$ cat config.mk
export PLATFORM = sky130hd
export DESIGN_NAME = screen_mem_arbiter_flat
export DESIGN_NICKNAME = d
export VERILOG_FILES = /design/src/rtl/screen_mem_arbiter_if.sv /design/src/rtl/screen_mem_arbiter.sv /design/src/flat_wrapper.sv
export SDC_FILE = /design/constraint.sdc
export NUM_CORES = 1
export LEC_CHECK = 0
export CAP_MARGIN = 20
export CELL_PAD_IN_SITES_DETAIL_PLACEMENT = 0
export CELL_PAD_IN_SITES_GLOBAL_PLACEMENT = 1
export CORE_MARGIN = 2
export CORE_UTILIZATION = 23
export DETAILED_ROUTE_END_ITERATION = 6
export PLACE_DENSITY_LB_ADDON = 0.1
export SETUP_SLACK_MARGIN = 0.1
export SLEW_MARGIN = 20
export SYNTH_ARGS = -nofsm -noshare
export SYNTH_HDL_FRONTEND = slang
export SYNTH_SLANG_ARGS = --single-unit
$ cat constraint.sdc
create_clock -name clk -period 1.55 [get_ports clk]
set_input_delay 0.155 -clock clk [delete_from_list [all_inputs] [get_ports clk]]
set_output_delay 0.155 -clock clk [all_outputs]
set_load 0.02 [all_outputs]
$ cat src/rtl/screen_mem_arbiter_if.sv
// Bus bundle for screen_mem_arbiter: CPU port, video fetch port, clear control and RAM command/return.
interface screen_mem_arbiter_if #(
    parameter int ADDR_W = 13,
    parameter int DATA_W = 16
);
    logic              cpu_req;
    logic              cpu_we;
    logic [ADDR_W-1:0] cpu_addr;
    logic [DATA_W-1:0] cpu_wdata;
    logic              cpu_gnt;
    logic              cpu_rvalid;
    logic [DATA_W-1:0] cpu_rdata;

    logic              vid_req;
    logic [ADDR_W-1:0] vid_addr;
    logic              vid_gnt;
    logic              vid_rvalid;
    logic [DATA_W-1:0] vid_rdata;

    logic              clr_start;
    logic              clr_busy;
    logic              clr_done;

    logic [ADDR_W-1:0] mem_addr;
    logic              mem_we;
    logic [DATA_W-1:0] mem_wdata;
    logic [DATA_W-1:0] mem_rdata;

    modport slave (
        input  cpu_req, cpu_we, cpu_addr, cpu_wdata,
        output cpu_gnt, cpu_rvalid, cpu_rdata,
        input  vid_req, vid_addr,
        output vid_gnt, vid_rvalid, vid_rdata,
        input  clr_start,
        output clr_busy, clr_done,
        output mem_addr, mem_we, mem_wdata,
        input  mem_rdata
    );

    modport master (
        output cpu_req, cpu_we, cpu_addr, cpu_wdata,
        input  cpu_gnt, cpu_rvalid, cpu_rdata,
        output vid_req, vid_addr,
        input  vid_gnt, vid_rvalid, vid_rdata,
        output clr_start,
        input  clr_busy, clr_done,
        input  mem_addr, mem_we, mem_wdata,
        output mem_rdata
    );
endinterface

$ cat src/rtl/screen_mem_arbiter.sv
// Screen RAM arbiter: video > CPU > clear sweep, with a CPU starvation guard on long video streaks.
// Define SCREEN_CLEAR_EN to build the full-screen clear engine; otherwise clr_busy/clr_done stay 0.
module screen_mem_arbiter #(
    parameter int                ADDR_W         = 13,
    parameter int                DATA_W         = 16,
    parameter int                MAX_VID_STREAK = 4,
    parameter logic [DATA_W-1:0] CLEAR_VALUE    = 16'h0000
) (
    input logic                 clk,
    input logic                 rst_n,
    screen_mem_arbiter_if.slave bus
);
    localparam logic [3:0]        STREAK_MAX = 4'(MAX_VID_STREAK);
    localparam logic [ADDR_W-1:0] LAST_ADDR  = {ADDR_W{1'b1}};

    logic              vid_gnt_s;
    logic              cpu_gnt_s;
    logic              clr_gnt_s;
    logic [3:0]        streak_q, streak_d;
    logic [ADDR_W-1:0] mem_addr_q, mem_addr_d;
    logic              mem_we_q, mem_we_d;
    logic [DATA_W-1:0] mem_wdata_q, mem_wdata_d;
    logic [1:0]        own_q, own_d;
    logic              cpu_rvalid_q;
    logic              vid_rvalid_q;
    logic [ADDR_W-1:0] clr_addr_s;

    // Video wins unless the CPU has already waited out a full streak.
    always_comb begin
        vid_gnt_s = bus.vid_req && !(bus.cpu_req && (streak_q == STREAK_MAX));
        cpu_gnt_s = bus.cpu_req && !vid_gnt_s;
    end

    // Streak counter next state.
    always_comb begin
        streak_d = streak_q;
        if (!bus.cpu_req || cpu_gnt_s) begin
            streak_d = 4'd0;
        end else if (vid_gnt_s && (streak_q != STREAK_MAX)) begin
            streak_d = streak_q + 4'd1;
        end else begin
            streak_d = streak_q;
        end
    end

    // RAM command and read-owner tag for the granted requester.
    always_comb begin
        mem_addr_d  = mem_addr_q;
        mem_we_d    = 1'b0;
        mem_wdata_d = mem_wdata_q;
        own_d       = 2'b00;
        if (vid_gnt_s) begin
            mem_addr_d = bus.vid_addr;
            own_d      = 2'b01;
        end else if (cpu_gnt_s) begin
            mem_addr_d = bus.cpu_addr;
            mem_we_d   = bus.cpu_we;
            if (bus.cpu_we) begin
                mem_wdata_d = bus.cpu_wdata;
            end else begin
                own_d = 2'b10;
            end
        end else if (clr_gnt_s) begin
            mem_addr_d  = clr_addr_s;
            mem_we_d    = 1'b1;
            mem_wdata_d = CLEAR_VALUE;
        end else begin
            mem_addr_d = mem_addr_q;
        end
    end

    // Arbiter state, RAM command registers and the two-stage read-owner pipeline.
    always_ff @(posedge clk or negedge rst_n) begin
        if (!rst_n) begin
            streak_q     <= 4'd0;
            mem_addr_q   <= '0;
            mem_we_q     <= 1'b0;
            mem_wdata_q  <= '0;
            own_q        <= 2'b00;
            cpu_rvalid_q <= 1'b0;
            vid_rvalid_q <= 1'b0;
        end else begin
            streak_q     <= streak_d;
            mem_addr_q   <= mem_addr_d;
            mem_we_q     <= mem_we_d;
            mem_wdata_q  <= mem_wdata_d;
            own_q        <= own_d;
            cpu_rvalid_q <= own_q[1];
            vid_rvalid_q <= own_q[0];
        end
    end

`ifdef SCREEN_CLEAR_EN
    typedef enum logic [1:0] {
        CLR_IDLE = 2'd0,
        CLR_RUN  = 2'd1,
        CLR_DONE = 2'd2
    } clr_state_e;

    clr_state_e        clr_state_q, clr_state_d;
    logic [ADDR_W-1:0] clr_cnt_q, clr_cnt_d;

    // Sweep takes only otherwise idle slots; the counter parks on the last address.
    always_comb begin
        clr_state_d = clr_state_q;
        clr_cnt_d   = clr_cnt_q;
        clr_gnt_s   = (clr_state_q == CLR_RUN) && !bus.cpu_req && !bus.vid_req;
        case (clr_state_q)
            CLR_IDLE: begin
                if (bus.clr_start) begin
                    clr_state_d = CLR_RUN;
                    clr_cnt_d   = '0;
                end else begin
                    clr_state_d = CLR_IDLE;
                end
            end
            CLR_RUN: begin
                if (clr_gnt_s && (clr_cnt_q == LAST_ADDR)) begin
                    clr_state_d = CLR_DONE;
                end else if (clr_gnt_s) begin
                    clr_cnt_d = clr_cnt_q + {{(ADDR_W-1){1'b0}}, 1'b1};
                end else begin
                    clr_state_d = CLR_RUN;
                end
            end
            CLR_DONE: clr_state_d = CLR_IDLE;
            default:  clr_state_d = CLR_IDLE;
        endcase
    end

    // Clear engine state register.
    always_ff @(posedge clk or negedge rst_n) begin
        if (!rst_n) begin
            clr_state_q <= CLR_IDLE;
            clr_cnt_q   <= '0;
        end else begin
            clr_state_q <= clr_state_d;
            clr_cnt_q   <= clr_cnt_d;
        end
    end

    assign clr_addr_s   = clr_cnt_q;
    assign bus.clr_busy = (clr_state_q == CLR_RUN);
    assign bus.clr_done = (clr_state_q == CLR_DONE);
`else
    assign clr_gnt_s    = 1'b0;
    assign clr_addr_s   = '0;
    assign bus.clr_busy = 1'b0;
    assign bus.clr_done = 1'b0;
`endif

    assign bus.cpu_gnt    = cpu_gnt_s;
    assign bus.vid_gnt    = vid_gnt_s;
    assign bus.mem_addr   = mem_addr_q;
    assign bus.mem_we     = mem_we_q;
    assign bus.mem_wdata  = mem_wdata_q;
    assign bus.cpu_rvalid = cpu_rvalid_q;
    assign bus.vid_rvalid = vid_rvalid_q;
    assign bus.cpu_rdata  = cpu_rvalid_q ? bus.mem_rdata : '0;
    assign bus.vid_rdata  = vid_rvalid_q ? bus.mem_rdata : '0;

endmodule

$ cat src/flat_wrapper.sv
// flat-port wrapper written by rule: the top's interface ports become plain ports
module screen_mem_arbiter_flat 
#(
    parameter int                ADDR_W         = 13,
    parameter int                DATA_W         = 16,
    parameter int                MAX_VID_STREAK = 4,
    parameter logic [DATA_W-1:0] CLEAR_VALUE    = 16'h0000
)
  (clk, rst_n, bus_cpu_req, bus_cpu_we, bus_cpu_addr, bus_cpu_wdata, bus_cpu_gnt, bus_cpu_rvalid, bus_cpu_rdata, bus_vid_req, bus_vid_addr, bus_vid_gnt, bus_vid_rvalid, bus_vid_rdata, bus_clr_start, bus_clr_busy, bus_clr_done, bus_mem_addr, bus_mem_we, bus_mem_wdata, bus_mem_rdata);
  screen_mem_arbiter_if #(.ADDR_W(ADDR_W), .DATA_W(DATA_W)) bus_i ();
  input logic clk;
  input logic rst_n;
  input wire logic [$bits(bus_i.cpu_req)-1:0] bus_cpu_req;
  input wire logic [$bits(bus_i.cpu_we)-1:0] bus_cpu_we;
  input wire logic [$bits(bus_i.cpu_addr)-1:0] bus_cpu_addr;
  input wire logic [$bits(bus_i.cpu_wdata)-1:0] bus_cpu_wdata;
  output wire logic [$bits(bus_i.cpu_gnt)-1:0] bus_cpu_gnt;
  output wire logic [$bits(bus_i.cpu_rvalid)-1:0] bus_cpu_rvalid;
  output wire logic [$bits(bus_i.cpu_rdata)-1:0] bus_cpu_rdata;
  input wire logic [$bits(bus_i.vid_req)-1:0] bus_vid_req;
  input wire logic [$bits(bus_i.vid_addr)-1:0] bus_vid_addr;
  output wire logic [$bits(bus_i.vid_gnt)-1:0] bus_vid_gnt;
  output wire logic [$bits(bus_i.vid_rvalid)-1:0] bus_vid_rvalid;
  output wire logic [$bits(bus_i.vid_rdata)-1:0] bus_vid_rdata;
  input wire logic [$bits(bus_i.clr_start)-1:0] bus_clr_start;
  output wire logic [$bits(bus_i.clr_busy)-1:0] bus_clr_busy;
  output wire logic [$bits(bus_i.clr_done)-1:0] bus_clr_done;
  output wire logic [$bits(bus_i.mem_addr)-1:0] bus_mem_addr;
  output wire logic [$bits(bus_i.mem_we)-1:0] bus_mem_we;
  output wire logic [$bits(bus_i.mem_wdata)-1:0] bus_mem_wdata;
  input wire logic [$bits(bus_i.mem_rdata)-1:0] bus_mem_rdata;
  assign bus_i.cpu_req = bus_cpu_req;
  assign bus_i.cpu_we = bus_cpu_we;
  assign bus_i.cpu_addr = bus_cpu_addr;
  assign bus_i.cpu_wdata = bus_cpu_wdata;
  assign bus_cpu_gnt = bus_i.cpu_gnt;
  assign bus_cpu_rvalid = bus_i.cpu_rvalid;
  assign bus_cpu_rdata = bus_i.cpu_rdata;
  assign bus_i.vid_req = bus_vid_req;
  assign bus_i.vid_addr = bus_vid_addr;
  assign bus_vid_gnt = bus_i.vid_gnt;
  assign bus_vid_rvalid = bus_i.vid_rvalid;
  assign bus_vid_rdata = bus_i.vid_rdata;
  assign bus_i.clr_start = bus_clr_start;
  assign bus_clr_busy = bus_i.clr_busy;
  assign bus_clr_done = bus_i.clr_done;
  assign bus_mem_addr = bus_i.mem_addr;
  assign bus_mem_we = bus_i.mem_we;
  assign bus_mem_wdata = bus_i.mem_wdata;
  assign bus_i.mem_rdata = bus_mem_rdata;
  screen_mem_arbiter #(.ADDR_W(ADDR_W), .DATA_W(DATA_W), .MAX_VID_STREAK(MAX_VID_STREAK), .CLEAR_VALUE(CLEAR_VALUE)) u_core (.clk(clk), .rst_n(rst_n), .bus(bus_i));
endmodule
==> flow_metrics.py, run 1 <==
metrics = {
    "run_status": {
        "status": "finished, violations left",
        "violations": "setup timing",
    },
    "routing": {
        "dr_wl_met2_um": 2360,
        "first_pass_iters": 2,
        "postRouteAntennaNets": 0,
        "vias": 1574,
        "wl_per_cell_um": 13.1,
        "viasPerCell": 4.01,
        "wl_um": 5130,
        "wl_met1_um": 2030,
        "top_layer": "met4",
        "drtIter0Drc": 23,
        "drc_errors": 0,
        "wl_met3_um": 683,
    },
    "place": {
        "place_area_um2": 3450,
        "routabilityCongestion": 0.681,
        "dp_hpwl_um": 3960,
        "portBuffers": 128,
        "pre_cts_ws_ps": -239,
    },
    "synth": {
        "syn_inst": 141,
        "synth_top_family_by_area": "multiplexers",
        "synth-simple-area-share_pct": 13.9,
        "synth-seq-cells": 38,
        "synth_top_area_share_pct": 50.7,
        "synth.distinct_cells": 21,
        "synth_edf_count": 0,
        "synth.mux.area_fraction_pct": 27.0,
        "yosys_warnings": 0,
        "synthAdderAreaFrac_pct": 1.34,
        "synth_compound_area_share_pct": 1.74,
        "syn_area_per_cell_um2": 13.3,
        "synth-xor-area-share_pct": 0.935,
        "synth_area_um2": 1870,
        "synth.largest_area_cell": "dfrtp_1",
        "yosys-top-cells-area": "dfrtp_1, mux2_2, and2_1",
        "async_flop_share_pct": 100,
        "ys.flop_type": "dfrtp_1",
        "synth_common_cells": "dfrtp_1, mux2_2, and2_1, mux2_4",
        "synth.most_common_cell": "dfrtp_1",
        "synth_seq_area_share_pct": 50.7,
    },
    "clock_network": {
        "cts_num_sinks": 38,
        "cts_buffer_depth": 2,
        "cts_buffers": 5,
        "path_clk_slew_ps": 90,
        "clock_latency_ps": 300,
        "ctsRootBufferMaster": "clkbuf_8",
        "cts_tree": "yes",
        "htreeDepth": 2,
    },
    "setup_path": {
        "r2r_cells": 7,
        "crit_end": "u_core.bus.mem_wdata[7]",
        "worstPathRequired_ps": 1730,
        "crit_path_end_kind": "register",
        "cp.arrival_ps": 1840,
        "reg2reg_slack_ps": -110,
        "crit_start": "u_core.streak_q[0]",
        "crit_cells": 7,
        "reg2reg_from": "u_core.streak_q[0]",
        "crit_fanout": 10,
        "startpoint_type": "register",
        "slowest_delay_ps": 380,
        "crit_type": "reg -> reg",
        "reg2reg_to": "u_core.bus.mem_wdata[7]",
        "crit_path_cell_trace": "inv_1 -> ha_2 -> nand3b_4 -> buf_6 -> a21oi_4 -> buf_12 -> mux2_4",
        "crit_family": "flip-flops",
        "crit_slowest_cell": "dfrtp_1",
        "worst-path-buf-inv": 3,
    },
    "grt": {
        "antenna_found_initial": 0,
        "grt_overflow": 0,
        "grt_pass1_vias": 1616,
        "grt_max_degree": 20,
        "grt_usage_pct": 11.3,
        "grt_pass1_wl_um": 7740,
    },
    "sta": {
        "fin_crit_sh_pct": 107,
        "final.setup.worst_slack_ps": -107,
        "hold_viol": 0,
        "fin_skew_ps": 12.7,
        "setup_violations": 26,
        "rsz0062_at_grt": "yes",
        "period_needed_ps": 1660,
        "slew_violations": 0,
        "fmax_ghz": 0.603,
    },
    "job": {
        "max-cap-violations": 0,
    },
    "final_layout": {
        "syn_to_final_growth_pct": 94.2,
        "finish.instance_area_um2": 3640,
        "num_antenna_cells": 0,
        "fin_util_pct": 46.6,
        "drive_gt1_share_pct": 35.1,
        "nNetsFinal": 356,
    },
    "floorplanning": {
        "die_h_um": 94.3,
        "io_pins": 132,
        "core.rowCount": 32,
        "core_region_area_um2": 7810,
        "initial_core_util_pct": 24.0,
        "die_area_um2": 8890,
        "dieWidth_um": 94.3,
    },
    "power_and_ir_drop": {
        "power.density_nw_per_um2": 834,
        "leakagePower_nw": 1.84,
        "irDropWorstVdd_mv": 0.475,
    },
    "worst_hold_path": {
        "hp-class": "in -> async",
    },
}
-- routing by layer --
metal,up-vias,track usage (%)
li1,758,-
met1,724,12.6
met2,86,18.9
met3,6,5.62
met4,0,3.62
met5,-,0
-- how the worst min path moves through the flow --
stage,start,endpoint,slack (ps),depth (start not counted)
after global placement,rst_n,u_core.bus.mem_wdata[3],120,1
after CTS,rst_n,u_core.bus.mem_addr[10],320,2
after global routing,rst_n,u_core.bus.mem_addr[10],360,2
after detailed placement,rst_n,u_core.bus.mem_wdata[3],120,1
after floorplan,rst_n,u_core.bus.cpu_rvalid,-140,0
final,rst_n,u_core.bus.mem_addr[10],320,2
-- final cells by class --
| class | instances | area, um2 |
|---|---|---|
| Clock buffer | 5 | 68.8 |
| Multi-Input combinational cell | 92 | 945 |
| Sequential cell | 38 | 951 |
| Inverter | 4 | 15.0 |
| Timing Repair Buffer | 149 | 1490 |
| Fill cell | 749 | 4170 |
| Tap cell | 102 | 128 |
| Clock inverter | 3 | 45.0 |
-- metrics by stage --
step	TNS [ps]	cells	power [mW]	hold WS [ps]
global placement	-4300	382	2.21	124
global route	-3320	393	3.18	359
detailed placement	-4050	382	2.21	118
CTS	-1930	392	3.11	321
floorplan	-212	142	1.65	-141
finish	-1540	393	3.04	316
-- kinds of logic after synthesis --
| family | Yosys count |
|---|---|
| fa+ha+maj | 2 |
| mux | 42 |
| simple gates | 42 |
| buf+inv | 12 |
| compound gates | 2 |
| flops | 38 |
| other cells | 1 |
| xor+xnor | 2 |
-- repair_timing --
action                     4_1_cts  5_1_grt
resized for setup               86       59
cloned                           0        1
setup endpoints to repair       66       86
setup buffers                    1        1
hold endpoints to repair        17        0
hold buffers                     1        0
-- power by group --
| part | leakage [nW] | switching, mW | internal (mW) |
|---|---|---|---|
| clock | 0.0504 | 0.379 | 0.479 |
| combinational | 1.33 | 0.410 | 0.594 |
| sequential | 0.459 | 0.0627 | 1.11 |
| total | 1.84 | 0.852 | 2.18 |
-- placed cells by master, fill, tap and decap left out, types with 5 or more instances in the layout --
cell type	netlist	routed
and2_1	32	32
dfrtp_1	38	38
mux2_4	9	29
buf_6	0	5
clkdlybuf4s15_1	0	11
mux2_2	33	13
clkbuf_8	0	5
buf_12	1	5
buf_4	4	11
dlymetal6s2s_1	0	24
clkbuf_2	0	20
clkdlybuf4s50_1	0	66
-- sequential cells by signal, summed over array words and instances, names as in the netlist --
register,count
u_core.bus.mem_wdata,16
u_core.bus.mem_addr,13
u_core.streak_q,4
u_core.bus.cpu_rvalid,1
u_core.own_q,2
u_core.bus.vid_rvalid,1
u_core.bus.mem_we,1
Power figures use the tool's default switching activity.
==> inputs of run 2 (changes only) <==
--- a/config.mk
+++ b/config.mk
@@ -5,6 +5,7 @@
 export SDC_FILE = /design/constraint.sdc
 export NUM_CORES = 1
 export LEC_CHECK = 0
+export ABC_CLOCK_PERIOD_IN_PS = 1550
 export CAP_MARGIN = 20
 export CELL_PAD_IN_SITES_DETAIL_PLACEMENT = 0
 export CELL_PAD_IN_SITES_GLOBAL_PLACEMENT = 1
@@ -13,6 +14,7 @@
 export DETAILED_ROUTE_END_ITERATION = 6
 export PLACE_DENSITY_LB_ADDON = 0.1
 export SETUP_SLACK_MARGIN = 0.1
+export SKIP_LAST_GASP = 1
 export SLEW_MARGIN = 20
 export SYNTH_ARGS = -nofsm -noshare
 export SYNTH_HDL_FRONTEND = slang
==> flow_metrics.py, run 2 (same netlist as run 1, synthesis figures left out) <==
metrics = {
    "run_status": {
        "status": "finished, violations left",
        "violations": "setup timing",
    },
    "routing": {
        "wl_per_cell_um": 13.0,
        "wl_um": 5120,
        "viasPerCell": 4.01,
        "vias": 1576,
        "drc_errors": 0,
        "postRouteAntennaNets": 0,
        "first_pass_iters": 2,
        "drtIter0Drc": 17,
    },
    "place": {
        "portBuffers": 128,
        "routabilityCongestion": 0.681,
        "place_area_um2": 3450,
        "pre_cts_ws_ps": -239,
        "dp_hpwl_um": 3960,
        "dp.cells": 382,
    },
    "final_layout": {
        "finish.instance_area_um2": 3610,
        "mostFrequentLayoutCells": "clkdlybuf4s50_1, dfrtp_1, and2_1",
        "nNetsFinal": 356,
        "syn_to_final_growth_pct": 92.4,
        "largest_reg_flops": 16,
        "num_antenna_cells": 0,
        "final_common_cell": "clkdlybuf4s50_1",
        "fin_util_pct": 46.2,
        "layout.cells.non_filler": 393,
        "nFillCells": 753,
        "drive_gt1_share_pct": 34.7,
    },
    "clock_network": {
        "clock_latency_ps": 300,
        "cts_tree": "yes",
        "ctsRootBufferMaster": "clkbuf_8",
        "path_clk_slew_ps": 90,
        "htreeDepth": 2,
        "cts_num_sinks": 38,
        "cts_buffers": 5,
        "cts_buffer_depth": 2,
    },
    "sta": {
        "fin_crit_sh_pct": 107,
        "whs_ps": 316,
        "final.setup.worst_slack_ps": -110,
        "period_needed_ps": 1660,
        "setup_tns_ps": -2250,
        "setup_violations": 30,
        "fmax_ghz": 0.602,
        "hold_viol": 0,
        "slew_violations": 0,
        "fin_skew_ps": 12.5,
        "rsz0062_at_grt": "yes",
    },
    "grt": {
        "grt_max_degree": 20,
        "antenna_found_initial": 0,
        "grt_pass1_vias": 1614,
        "grt_usage_pct": 11.2,
        "grt_pass1_wl_um": 7650,
        "grt_overflow": 0,
    },
    "setup_path": {
        "cp.arrival_ps": 1840,
        "crit_path_end_kind": "register",
        "crit_type": "reg -> reg",
        "startpoint_type": "register",
        "worstPathRequired_ps": 1730,
        "crit_fanout": 10,
    },
    "worst_hold_path": {
        "hp-class": "in -> async",
    },
    "floorplanning": {
        "initial_core_util_pct": 24.0,
        "io_pins": 132,
        "die_area_um2": 8890,
        "dieWidth_um": 94.3,
        "core.rowCount": 32,
        "die_h_um": 94.3,
        "core_region_area_um2": 7810,
    },
    "job": {
        "max-cap-violations": 0,
    },
    "power_and_ir_drop": {
        "p_total_mw": 3.02,
        "irDropWorstVdd_mv": 0.475,
        "leakagePower_nw": 1.82,
        "power.density_nw_per_um2": 838,
    },
}
-- run 2: timing repair --
| action | 4_1_cts | 5_1_grt |
|---|---|---|
| gates resized for setup | 77 | 58 |
| setup endpoints to repair | 66 | 86 |
| pin swaps | 0 | 1 |
| hold buffers | 1 | 0 |
| gates cloned | 0 | 1 |
| endpoints found under the hold margin | 17 | 0 |
| buffers inserted | 1 | 1 |
-- run 2: worst paths after layout --
check / start / end / slack (ps) / depth (start not counted)
min in group clk: u_core.own_q[0] / u_core.bus.vid_rvalid / 350 / 0
hold reg to reg: u_core.own_q[0] / u_core.bus.vid_rvalid / 350 / 0
max in group asynchronous: rst_n / u_core.bus.mem_addr[1] / 720 / 3
hold / removal: rst_n / u_core.bus.mem_addr[10] / 320 / 2
setup / recovery: u_core.streak_q[0] / u_core.bus.mem_wdata[7] / -110 / 7
setup reg to reg: u_core.streak_q[0] / u_core.bus.mem_wdata[7] / -110 / 7
-- run 2: layout make-up --
| type | instances | area [um2] | share of cell area [%] |
|---|---|---|---|
| clock buffers | 5 | 68.8 | 1.91 |
| well taps | 102 | 128 | 3.54 |
| inverters | 4 | 15.0 | 0.416 |
| multi-input cells | 92 | 925 | 25.6 |
| clock inverters | 3 | 45.0 | 1.25 |
| flip-flops and latches | 38 | 951 | 26.4 |
| repair buffers | 149 | 1470 | 40.9 |
-- run 2: power breakdown --
| part | total, mW | internal [mW] | switching [mW] | leakage (nW) |
|---|---|---|---|---|
| Combinational | 0.990 | 0.584 | 0.406 | 1.31 |
| Sequential | 1.17 | 1.11 | 0.0625 | 0.459 |
| Clock | 0.859 | 0.479 | 0.380 | 0.0504 |
| Total | 3.02 | 2.17 | 0.849 | 1.82 |
-- run 2: metal layers --
metal,part of all wire (%),up-vias,track usage [%]
li1,-,760,-
met4,1.2,0,3.62
met5,0,-,0
met1,39,724,12.4
met3,13,6,5.70
met2,46,86,18.7
-- run 2: critical path, stage by stage, from the launching register on --
cell and delay (ps):
dfrtp_1 380, inv_1 60, ha_2 180, nand3b_4 100, buf_6 130, a21oi_4 200
buf_12 180, mux2_4 300
==> inputs of run 3 (changes only) <==
--- a/config.mk
+++ b/config.mk
@@ -13,7 +13,7 @@
 export CORE_UTILIZATION = 23
 export DETAILED_ROUTE_END_ITERATION = 6
 export PLACE_DENSITY_LB_ADDON = 0.1
-export SETUP_SLACK_MARGIN = 0.1
+export SETUP_SLACK_MARGIN = 0.2
 export SKIP_LAST_GASP = 1
 export SLEW_MARGIN = 20
 export SYNTH_ARGS = -nofsm -noshare
==> flow_metrics.py, run 3 (same netlist as run 1, synthesis figures left out) <==
metrics = {
    "sta": {
        "hold_viol": 0,
        "final.setup.worst_slack_ps": -147,
        "slew_violations": 0,
        "period_needed_ps": 1700,
        "fin_crit_sh_pct": 109,
        "fin_skew_ps": 10.1,
        "setup_violations": 18,
        "rsz0062_at_grt": "yes",
        "whs_ps": 350,
        "fmax_ghz": 0.589,
    },
    "grt": {
        "grt_pass1_wl_um": 8090,
        "grt_busiest_layer": "met2",
        "grt_max_degree": 39,
        "grt_usage_pct": 11.7,
        "grt_pass1_vias": 1606,
        "grt_overflow": 0,
        "grt_util_met3_pct": 5.14,
        "grt_use_met1_pct": 14.1,
        "met2_usage_pct": 18.8,
        "antenna_found_initial": 0,
    },
    "power_and_ir_drop": {
        "sw_frac_of_total_pct": 29.2,
        "leakagePower_nw": 1.69,
        "irDropWorstVdd_mv": 0.444,
        "power_switching_mw": 0.825,
        "power.density_nw_per_um2": 805,
        "p_comb_share_pct": 33.3,
        "clkPwrFrac_pct": 25.2,
        "cellInternalPower_mw": 2.00,
        "p_seq_share_pct": 41.5,
    },
    "floorplanning": {
        "core.rowCount": 32,
        "die_area_um2": 8890,
        "die_h_um": 94.3,
        "core_region_area_um2": 7810,
        "dieWidth_um": 94.3,
        "io_pins": 132,
        "initial_core_util_pct": 24.0,
    },
    "setup_path": {
        "worst-path-buf-inv": 3,
        "crit_family": "buffers and inverters",
        "crit_path_end_kind": "register",
        "crit_fanout": 4,
        "crit_type": "reg -> reg",
        "startpoint_type": "register",
        "cp.arrival_ps": 1870,
        "crit_slowest_cell": "dfrtp_1",
        "slowest_delay_ps": 390,
        "worstPathRequired_ps": 1730,
        "crit_path_cell_trace": "inv_2 -> ha_4 -> nand3b_4 -> buf_6 -> a21oi_4 -> clkbuf_16 -> mux2_2",
    },
    "run_status": {
        "violations": "setup timing",
        "status": "finished, violations left",
    },
    "final_layout": {
        "layout.cells.non_filler": 396,
        "syn_to_final_growth_pct": 87.1,
        "nNetsFinal": 359,
        "largest_reg_flops": 16,
        "mostFrequentLayoutCells": "clkdlybuf4s50_1, dfrtp_1, buf_2",
        "num_antenna_cells": 0,
        "nFillCells": 788,
        "drive_gt1_share_pct": 40.1,
        "final_common_cell": "clkdlybuf4s50_1",
    },
    "routing": {
        "wl_um": 5270,
        "first_pass_iters": 2,
        "postRouteAntennaNets": 0,
        "wl_per_cell_um": 13.3,
        "viasPerCell": 4.04,
        "vias": 1601,
        "drc_errors": 0,
        "drtIter0Drc": 34,
    },
    "clock_network": {
        "htreeDepth": 2,
        "cts_buffer_depth": 2,
        "cts_num_sinks": 38,
        "cts_buffers": 5,
        "path_clk_slew_ps": 80,
        "clock_latency_ps": 290,
        "ctsRootBufferMaster": "clkbuf_8",
        "cts_tree": "yes",
    },
    "place": {
        "dp_hpwl_um": 3760,
        "portBuffers": 128,
        "pre_cts_ws_ps": -221,
        "routabilityCongestion": 0.668,
        "dp.cells": 380,
    },
    "worst_hold_path": {
        "hp-class": "reg -> reg",
    },
    "job": {
        "max-cap-violations": 0,
    },
}
==> run 3: cell type report <==
type	count	area, um2	area share [%]
Sequential cell	38	951	27.1
Clock buffer	6	82.6	2.35
Tap cell	102	128	3.64
Timing Repair Buffer	152	1380	39.2
Inverter	4	15.0	0.428
Multi-Input combinational cell	92	943	26.9
Clock inverter	2	12.5	0.357
==> run 3: final timing paths <==
path / from / end / slack (ps) / cells after the start
min in group asynchronous: rst_n / u_core.bus.mem_wdata[5] / 450 / 3
min: u_core.own_q[0] / u_core.bus.vid_rvalid / 350 / 0
max in group asynchronous: rst_n / u_core.bus.mem_addr[2] / 750 / 3
max: u_core.streak_q[1] / u_core.bus.mem_wdata[1] / -150 / 7
max reg2reg: u_core.streak_q[1] / u_core.bus.mem_wdata[1] / -150 / 7
min reg2reg: u_core.own_q[0] / u_core.bus.vid_rvalid / 350 / 0
==> run 3: what timing repair did <==
item	4_1_cts	5_1_grt
setup buffers	2	2
hold buffers	1	0
gates resized for setup	174	17
pin swaps	0	1
hold endpoints to repair	38	0
endpoints found under the setup margin	97	34
cloned	0	3
==> run 3: per-layer routing <==
metal	wire [um]	vias to the layer above
li1	-	771
met1	2170	741
met2	2430	87
met3	637	2
met4	32	0
met5	0	-
==> run 3: metrics by stage <==
step	TNS (ps)	instance area [um2]	util, %	total power, mW
after floorplan	-224	1930	-	1.65
after global placement	-4140	3420	43.8	2.20
after detailed placement	-4370	3420	43.8	2.20
after CTS	-2300	3350	43.0	2.83
after global routing	-4020	3510	44.9	2.99
final	-1990	3510	44.9	2.82
==> run 3: worst reg2reg max path, delay by kind of cell (launching register included) <==
family          cells  cell delay [ps]
mux                 1              320
fa+ha+maj           1              140
buf+inv             3              410
flops               1              390
simple gates        1               90
compound gates      1              230
==> run 3: power by group through the flow <==
stage	clock network (mW)	registers, mW	logic, mW
after floorplan	0	1.34	0.311
after detailed placement	0	1.19	1.01
after CTS	0.752	1.17	0.903
after global routing	0.799	1.19	1.01
after global placement	0	1.20	1.00
final	0.711	1.17	0.940
